**src/rtl/pes_uart_tx.sv**
```systemverilog
// UART transmitter: valid/ready byte in, framed LSB-first serial out, paced by a 1-clk baud tick.
// Optional even parity bit enabled by defining PES_UART_TX_PARITY_EN.
module pes_uart_tx #(
    parameter int unsigned DATA_BITS = 8,
    parameter int unsigned STOP_BITS = 1
) (
    input  logic                 clk_i,
    input  logic                 rst_ni,
    input  logic                 baud_tick_i,
    input  logic [DATA_BITS-1:0] tx_data_i,
    input  logic                 tx_valid_i,
    output logic                 tx_ready_o,
    output logic                 txd_o,
    output logic                 busy_o,
    output logic                 frame_done_o
);

    typedef enum logic [2:0] {
        StIdle   = 3'd0,
        StSync   = 3'd1,
        StStart  = 3'd2,
        StData   = 3'd3,
`ifdef PES_UART_TX_PARITY_EN
        StParity = 3'd4,
`endif
        StStop   = 3'd5
    } state_e;

    localparam logic [2:0] LastData = 3'(DATA_BITS - 1);
    localparam logic [2:0] LastStop = 3'(STOP_BITS - 1);

    state_e                 state_q;
    logic [DATA_BITS-1:0]   shift_q;
    logic [2:0]             cnt_q;
    logic                   txd_q;
    logic                   ready_q;
    logic                   busy_q;
    logic                   done_q;
`ifdef PES_UART_TX_PARITY_EN
    logic                   parity_q;
`endif

    always_ff @(posedge clk_i or negedge rst_ni) begin
        if (!rst_ni) begin
            state_q  <= StIdle;
            shift_q  <= '0;
            cnt_q    <= '0;
            txd_q    <= 1'b1;
            ready_q  <= 1'b1;
            busy_q   <= 1'b0;
            done_q   <= 1'b0;
`ifdef PES_UART_TX_PARITY_EN
            parity_q <= 1'b0;
`endif
        end else begin
            done_q <= 1'b0;
            unique case (state_q)
                // A tick arriving with the accept is ignored here, so SYNC aligns to the next one.
                StIdle: begin
                    txd_q  <= 1'b1;
                    busy_q <= 1'b0;
                    if (tx_valid_i && ready_q) begin
                        shift_q  <= tx_data_i;
                        state_q  <= StSync;
                        ready_q  <= 1'b0;
                        busy_q   <= 1'b1;
`ifdef PES_UART_TX_PARITY_EN
                        parity_q <= ^tx_data_i;
`endif
                    end else begin
                        ready_q <= 1'b1;
                    end
                end
                StSync: begin
                    if (baud_tick_i) begin
                        state_q <= StStart;
                        txd_q   <= 1'b0;
                    end
                end
                StStart: begin
                    if (baud_tick_i) begin
                        state_q <= StData;
                        txd_q   <= shift_q[0];
                        cnt_q   <= '0;
                    end
                end
                StData: begin
                    if (baud_tick_i) begin
                        if (cnt_q == LastData) begin
`ifdef PES_UART_TX_PARITY_EN
                            state_q <= StParity;
                            txd_q   <= parity_q;
`else
                            state_q <= StStop;
                            txd_q   <= 1'b1;
                            cnt_q   <= '0;
`endif
                        end else begin
                            shift_q <= shift_q >> 1;
                            cnt_q   <= cnt_q + 3'd1;
                            txd_q   <= shift_q[1];
                        end
                    end
                end
`ifdef PES_UART_TX_PARITY_EN
                StParity: begin
                    if (baud_tick_i) begin
                        state_q <= StStop;
                        txd_q   <= 1'b1;
                        cnt_q   <= '0;
                    end
                end
`endif
                // tx_ready rises one cycle after frame_done, from the IDLE branch.
                StStop: begin
                    if (baud_tick_i) begin
                        if (cnt_q == LastStop) begin
                            state_q <= StIdle;
                            done_q  <= 1'b1;
                            busy_q  <= 1'b0;
                        end else begin
                            cnt_q <= cnt_q + 3'd1;
                        end
                    end
                end
                default: begin
                    state_q <= StIdle;
                    txd_q   <= 1'b1;
                    ready_q <= 1'b0;
                    busy_q  <= 1'b0;
                end
            endcase
        end
    end

    assign tx_ready_o   = ready_q;
    assign txd_o        = txd_q;
    assign busy_o       = busy_q;
    assign frame_done_o = done_q;

endmodule

```
**config.mk**
```make
export PLATFORM = sky130hd
export DESIGN_NAME = pes_uart_tx
export DESIGN_NICKNAME = d
export VERILOG_FILES = /design/src/rtl/pes_uart_tx.sv
export SDC_FILE = /design/constraint.sdc
export NUM_CORES = 1
export LEC_CHECK = 0
export BUFFER_PORTS_ARGS = -buffer_cell sky130_fd_sc_hd__buf_2
export CAP_MARGIN = 20
export CORE_UTILIZATION = 45
export DETAILED_ROUTE_END_ITERATION = 8
export HOLD_SLACK_MARGIN = 0.15
export PLACE_DENSITY = 0.69
export SYNTH_ARGS = -nofsm -noshare
export SYNTH_HDL_FRONTEND = slang
export SYNTH_SLANG_ARGS = --single-unit
export TNS_END_PERCENT = 20
```
**constraint.sdc**
```tcl
create_clock -name clk_i -period 4.1 [get_ports clk_i]
set_clock_uncertainty 0.2 [all_clocks]
set_input_delay 1.025 -clock clk_i [delete_from_list [all_inputs] [get_ports clk_i]]
set_output_delay 1.025 -clock clk_i [all_outputs]
set_load 0.005 [all_outputs]
```
==> metrics.md, run 1 <==
| Metric | Value |
|---|---|
| Die Wd | `51.7 um` |
| Startpoint Class | `flop` |
| Slew headroom | `64.0%` |
| Reg2reg setup slack | `2130 ps` |
| Mean post-synth cell area | `11.0 um^2` |
| Final Hold Viols | `0` |
| Dpl cells | `137` |
| Buffers on Ports | `15` |
| RSZ-0062 raised after global routing | `false` |
| Final setup vio count | `0` |
| Routability Congestion | `0.719` |
| Area Growth Syn to Fin | `8.56%` |
| Top sig layer | `met4` |
| Antenna diodes | `0` |
| Nets | `130` |
| Max Slew Vio Count | `0` |
| CP bufs+invs | `1` |
| RR Endpoint | `shift_q[1]$_DFFE_PN0P_` |
| Worst EP required | `2870 ps` |
| Row count | `17` |
| Worst Setup Slack, final | `1860 ps` |
| Hold_buf cts | `0` |
| Crit path max fanout | `5` |
| Metal2 WL | `984 um` |
| Detailed-route via count | `829` |
| Post-Syn Area | `1110 um^2` |
| Worst hold path type | `reg2reg` |
| Most frequent cells in the layout | `dfrtp_1, buf_2, nand2b_1, mux2i_1, a2bb2oi_1` |
| Initial antenna violation count | `0` |
| Clock Pin Slew Worst Setup and Hold Paths | `110 ps` |
| Max VDD drop | `0.317 mV` |
| Vias per inst | `5.88` |
| Final core utilization | `53.0%` |
| Pre-CTS setup slack | `1790 ps` |
| Drt drc | `0` |
| # IOs | `16` |
| Met3 WL | `74 um` |
| Clock sinks | `18` |
| First-pass GRT wire length | `3570 um` |
| Synthesized Nets | `117` |
| Number of synthesized register bits | `18` |
| Setup Crit Path Kind | `reg2out` |
| Final hold slack | `340 ps` |
| Largest net degree at the start of global routing | `20` |
| Cts bufs inserted | `3` |
| Clock Path Buffers | `2` |
| Setup TNS | `0 ps` |
| Root Buffer | `clkbuf_4` |
| Synth warn | `0` |
| Max stage delay on crit path | `590 ps` |
| Fin crit share | `54.7%` |
| Number of global-route vias before repair | `764` |
| Tmin final | `2240 ps` |
| Hold path depth | `2` |
| Status | `finished, final reports clean` |
| Syn Inst Count | `101` |
| Detailed placement HPWL | `1450 um` |
| Synth unique cells | `37` |
| Hold path startpoint | `tx_ready_o$_DFFE_PN1N_` |
| # Max-Cap Violations | `0` |
| Antenna-violating nets left | `0` |
| Post-CTS Setup Bufs | `0` |
| Async set-or-reset flop fraction in the synthesized netlist | `100%` |
| Hold endpoint | `tx_ready_o$_DFFE_PN1N_` |
| GRT Util Overall | `18.6%` |
| Tightest Pin Transition | `539 ps` |
| Core region area | `2280 um^2` |
| Commonest non-fill, non-tap cell in the layout | `dfrtp_1` |
| Sequential-to-total area share from yosys stat | `40.8%` |
| Critical path's top delay family | `flip-flops` |
| Layout cells sized above 1 | `21.2%` |
| Worst R2R Path Depth | `5` |
| Per-cell routed wire length | `15.0 um` |
| WL met1 | `1040 um` |
| Total grt overflow | `0` |
| Synth Flop Type | `dfrtp_1` |
| Post-synth EDFFs | `0` |
| Initial core utilization | `48.8%` |
| Power Dens Cells | `548 nW/um^2` |
| Leakage | `0.578 nW` |
| Drt pass-1 iters | `4` |
| CP max stage cell | `dfstp_2` |
| Routed WL | `2120 um` |
| CTS tree | `done` |
| Kind of end point of the critical path | `output port` |
| CP Cell Sequence | `buf_2` |
| Worst endpoint data arrival time | `1020 ps` |
| Max Freq | `446 MHz` |
| Initial DRC count | `11` |
| DIE HEIGHT | `51.7 um` |
| H-tree depth | `1` |
| Fin cells | `141` |
| Clk Latency, worst-skew pair | `300 ps` |
| Post-cts sizing count | `0` |
| Worst r2r src | `cnt_q[0]$_DFFE_PN0P_` |
| Die area | `2670 um^2` |
## worst max-delay path by stage
stage / startpoint / to / slack, ps / cells after the start
5_1_grt: tx_ready_o$_DFFE_PN1N_ / tx_ready_o / 1800 / 1
6_report: tx_ready_o$_DFFE_PN1N_ / tx_ready_o / 1860 / 1
2_1_floorplan: baud_tick_i / state_q[0]$_DFFE_PN0P_ / 2140 / 4
3_5_place_dp: tx_valid_i / shift_q[1]$_DFFE_PN0P_ / 1790 / 4
3_3_place_gp: baud_tick_i / shift_q[2]$_DFFE_PN0P_ / 1840 / 4
4_1_cts: tx_ready_o$_DFFE_PN1N_ / tx_ready_o / 1840 / 1
## final cells by class
type | instances | area, um^2
Inverter | 3 | 11.3
Clock buffer | 4 | 36.3
Fill cell | 217 | 1070
Multi-Input combinational cell | 73 | 596
Tap cell | 28 | 35.0
Sequential cell | 18 | 453
Timing Repair Buffer | 15 | 75.1
## cells by family (layout without fill, tap and decap cells)
group | after synthesis | in the layout | share of synthesized area [%]
muxes | 10 | 10 | 9.01
AOI/OAI and AO/OA | 29 | 29 | 19.9
DFF | 18 | 18 | 40.8
buffers and inverters | 10 | 22 | 5.63
adders and majority gates | 4 | 4 | 4.50
and+or+nand+nor | 30 | 30 | 20.2
## registers in the layout (all words and copies together), names as in the netlist
name          flops
cnt_q             3
shift_q           8
busy_o            1
frame_done_o      1
txd_o             1
tx_ready_o        1
state_q           3
## report_power, final
part           switching [mW]  internal [mW]  total (mW)
clock network          0.0552         0.0542       0.109
registers              0.0588          0.249       0.308
logic                   0.110          0.134       0.244
## through the flow
stage / instance area, um^2 / total power [mW]
2_1_floorplan: 1110 / 0.499
3_3_place_gp: 1170 / 0.539
3_5_place_dp: 1170 / 0.557
4_1_cts: 1210 / 0.670
5_1_grt: 1210 / 0.716
6_report: 1210 / 0.661
## synth_stat cells, drive strengths merged (2+ instances only)
cell | count | area share, %
a21oi | 4 | 2.1
a221o | 2 | 1.8
a2bb2oi | 7 | 5.5
and3b | 4 | 3.2
buf | 6 | 4.3
dfrtp | 16 | 36
dfstp | 2 | 4.7
ha | 4 | 4.5
inv | 3 | 1.0
mux2i | 10 | 9.0
nand2b | 10 | 5.6
nand3b | 3 | 2.0
nor2 | 2 | 0.68
nor2b | 3 | 1.7
o21ai | 6 | 2.7
## per-layer routing
layer / GRT usage (%) / vias to the layer above
met3: 5.26 / 4
met5: 0 / -
li1: - / 401
met4: 5.41 / 0
met1: 25.7 / 404
met2: 28.1 / 20
(Power assumes the default switching activity.)
==> run 2: changes to the inputs <==
--- a/config.mk
+++ b/config.mk
@@ -10,7 +10,7 @@
 export CORE_UTILIZATION = 45
 export DETAILED_ROUTE_END_ITERATION = 8
 export HOLD_SLACK_MARGIN = 0.15
-export PLACE_DENSITY = 0.69
+export PLACE_DENSITY = 0.72
 export SYNTH_ARGS = -nofsm -noshare
 export SYNTH_HDL_FRONTEND = slang
 export SYNTH_SLANG_ARGS = --single-unit
==> constraint.sdc (replaced) <==
create_clock -name clk_i -period 2.03 [get_ports clk_i]
set_clock_uncertainty 0.2 [all_clocks]
set_input_delay 0.5075 -clock clk_i [delete_from_list [all_inputs] [get_ports clk_i]]
set_output_delay 0.5075 -clock clk_i [all_outputs]
set_load 0.005 [all_outputs]
==> run 2 against run 1 <==
  * Register-to-register slack got worse by 2000 ps
  * Critical path type is now reg2reg
  * Largest power group unchanged
  * Global-route usage fell by 0.68 points
  * Clock power rose by 99%
  * Largest cell class unchanged
==> metrics.md, run 2 (synthesized netlist as in run 1, its figures left out) <==
| Metric | Value |
|---|---|
| Worst EP required | `2040 ps` |
| Largest net degree at the start of global routing | `20` |
| Initial DRC count | `15` |
| Post-CTS Setup Bufs | `0` |
| H-tree depth | `1` |
| Buffers on Ports | `15` |
| Per-cell routed wire length | `14.2 um` |
| Antenna diodes | `0` |
| GRT Util Overall | `17.9%` |
| Setup TNS | `0 ps` |
| Worst R2R Path Depth | `5` |
| Max Freq | `528 MHz` |
| Crit path max fanout | `7` |
| Die Wd | `51.7 um` |
| Total grt overflow | `0` |
| Routed WL | `2070 um` |
| Leakage | `0.597 nW` |
| Core region area | `2280 um^2` |
| Hold endpoint | `shift_q[7]$_DFFE_PN0P_` |
| Max Slew Vio Count | `0` |
| Max VDD drop | `0.626 mV` |
| RSZ-0062 raised after global routing | `false` |
| Status | `finished, final reports clean` |
| Clock sinks | `18` |
| Number of global-route vias before repair | `779` |
| Startpoint Class | `flop` |
| Worst Setup Slack, final | `137 ps` |
| Hold_buf cts | `1` |
| Reg2reg setup slack | `140 ps` |
| Antenna-violating nets left | `0` |
| Vias per inst | `5.79` |
| Detailed placement HPWL | `1430 um` |
| Cts bufs inserted | `3` |
| Sw power | `450 uW` |
| Post-cts sizing count | `0` |
| DIE HEIGHT | `51.7 um` |
| Worst r2r src | `cnt_q[0]$_DFFE_PN0P_` |
| RR Endpoint | `shift_q[1]$_DFFE_PN0P_` |
| Detailed-route via count | `839` |
| Hold path startpoint | `tx_data_i[7]` |
| Internal | `896 uW` |
| Root Buffer | `clkbuf_4` |
| Commonest non-fill, non-tap cell in the layout | `dfrtp_1` |
| Worst endpoint data arrival time | `1910 ps` |
| Initial antenna violation count | `0` |
| Combinational Power Share | `38.3%` |
| Clock Pin Slew Worst Setup and Hold Paths | `100 ps` |
| Hold path depth | `2` |
| Tmin final | `1890 ps` |
| Nets | `134` |
| Net Sw Frac | `33.4%` |
| Slew headroom | `66.7%` |
| Clock power share | `16.2%` |
| Final Hold Viols | `0` |
| Kind of end point of the critical path | `flop` |
| Drt pass-1 iters | `4` |
| Fin crit share | `93.3%` |
| Largest Register | `shift_q` |
| Largest regs | `shift_q: 8 flops, cnt_q: 3 flops, state_q: 3 flops` |
| Layout cells sized above 1 | `23.1%` |
| Die area | `2670 um^2` |
| Pre-CTS setup slack | `158 ps` |
| Power Dens Cells | `1090 nW/um^2` |
| Initial core utilization | `48.8%` |
| First-pass GRT wire length | `3550 um` |
| Max FFs per register | `8` |
| Area Growth Syn to Fin | `11.5%` |
| Routability Congestion | `0.771` |
| Fillers | `182` |
| # Max-Cap Violations | `0` |
| Most frequent cells in the layout | `dfrtp_1, buf_2, nand2b_1, mux2i_1, a2bb2oi_1` |
| # IOs | `16` |
| Drt drc | `0` |
| Sequential group share of total power | `45.6%` |
| CTS tree | `done` |
| Tightest Pin Transition | `499 ps` |
| Row count | `17` |
| Clock Path Buffers | `2` |
| Worst hold path type | `in2reg` |
| Final setup vio count | `0` |
| Setup Crit Path Kind | `reg2reg` |
| Clk Latency, worst-skew pair | `290 ps` |
[run 2: cell count changes in the layout (fill, tap and decap cells not counted), sizes merged]
| cell | delta |
|---|---|
| buf | +3 |
| dlygate4sd3 | +1 |
[run 2: critical path, stage by stage (launching register included)]
cell	delay (ps)
dfrtp_1	400
ha_1	220
ha_1	230
nand4b_1	210
a21oi_2	360
a2bb2oi_1	200
[run 2: power by group through the flow]
stage / clock network, mW / logic, mW / registers, mW
finish: 0.217 / 0.515 / 0.613
detailed placement: 0 / 0.514 / 0.619
floorplan: 0 / 0.427 / 0.581
global placement: 0 / 0.497 / 0.613
global route: 0.246 / 0.579 / 0.638
CTS: 0.229 / 0.519 / 0.614
[run 2: final cells by class]
type                            instances  area (um^2)  area share [%]
Inverter                                3         11.3           0.909
Clock buffer                            4         36.3            2.93
Tap cell                               28         35.0            2.83
Timing Repair Buffer                   19          108            8.69
Sequential cell                        18          453            36.6
Multi-Input combinational cell         73          596            48.1
[run 2: metrics by stage]
stage / hold slack (ps) / instances / power [mW] / instance area, um^2 / utilization (%)
5_1_grt: 242 / 145 / 1.46 / 1240 / 54.4
3_3_place_gp: 263 / 140 / 1.11 / 1190 / 52.4
2_1_floorplan: 11.9 / 101 / 1.01 / 1110 / -
3_5_place_dp: 269 / 140 / 1.13 / 1190 / 52.4
4_1_cts: 234 / 145 / 1.36 / 1240 / 54.4
6_report: 248 / 145 / 1.35 / 1240 / 54.4
[run 2: worst max-delay path by stage]
| stage | startpoint | to | slack (ps) | depth (start not counted) |
|---|---|---|---|---|
| 2_1_floorplan | cnt_q[0]$_DFFE_PN0P_ | shift_q[0]$_DFFE_PN0P_ | 330 | 5 |
| 3_3_place_gp | cnt_q[0]$_DFFE_PN0P_ | shift_q[2]$_DFFE_PN0P_ | 210 | 5 |
| 3_5_place_dp | cnt_q[0]$_DFFE_PN0P_ | shift_q[1]$_DFFE_PN0P_ | 160 | 5 |
| 4_1_cts | cnt_q[0]$_DFFE_PN0P_ | shift_q[1]$_DFFE_PN0P_ | 130 | 5 |
| 5_1_grt | cnt_q[0]$_DFFE_PN0P_ | shift_q[0]$_DFFE_PN0P_ | 4 | 5 |
| 6_report | cnt_q[0]$_DFFE_PN0P_ | shift_q[1]$_DFFE_PN0P_ | 140 | 5 |
[run 2: metal layers]
metal | routed length, um | vias up | GRT usage, %
met5 | 0 | - | 0
met4 | 16 | 0 | 9.46
met3 | 76 | 2 | 2.63
met2 | 904 | 23 | 26.4
met1 | 1070 | 404 | 25.1
li1 | - | 410 | -
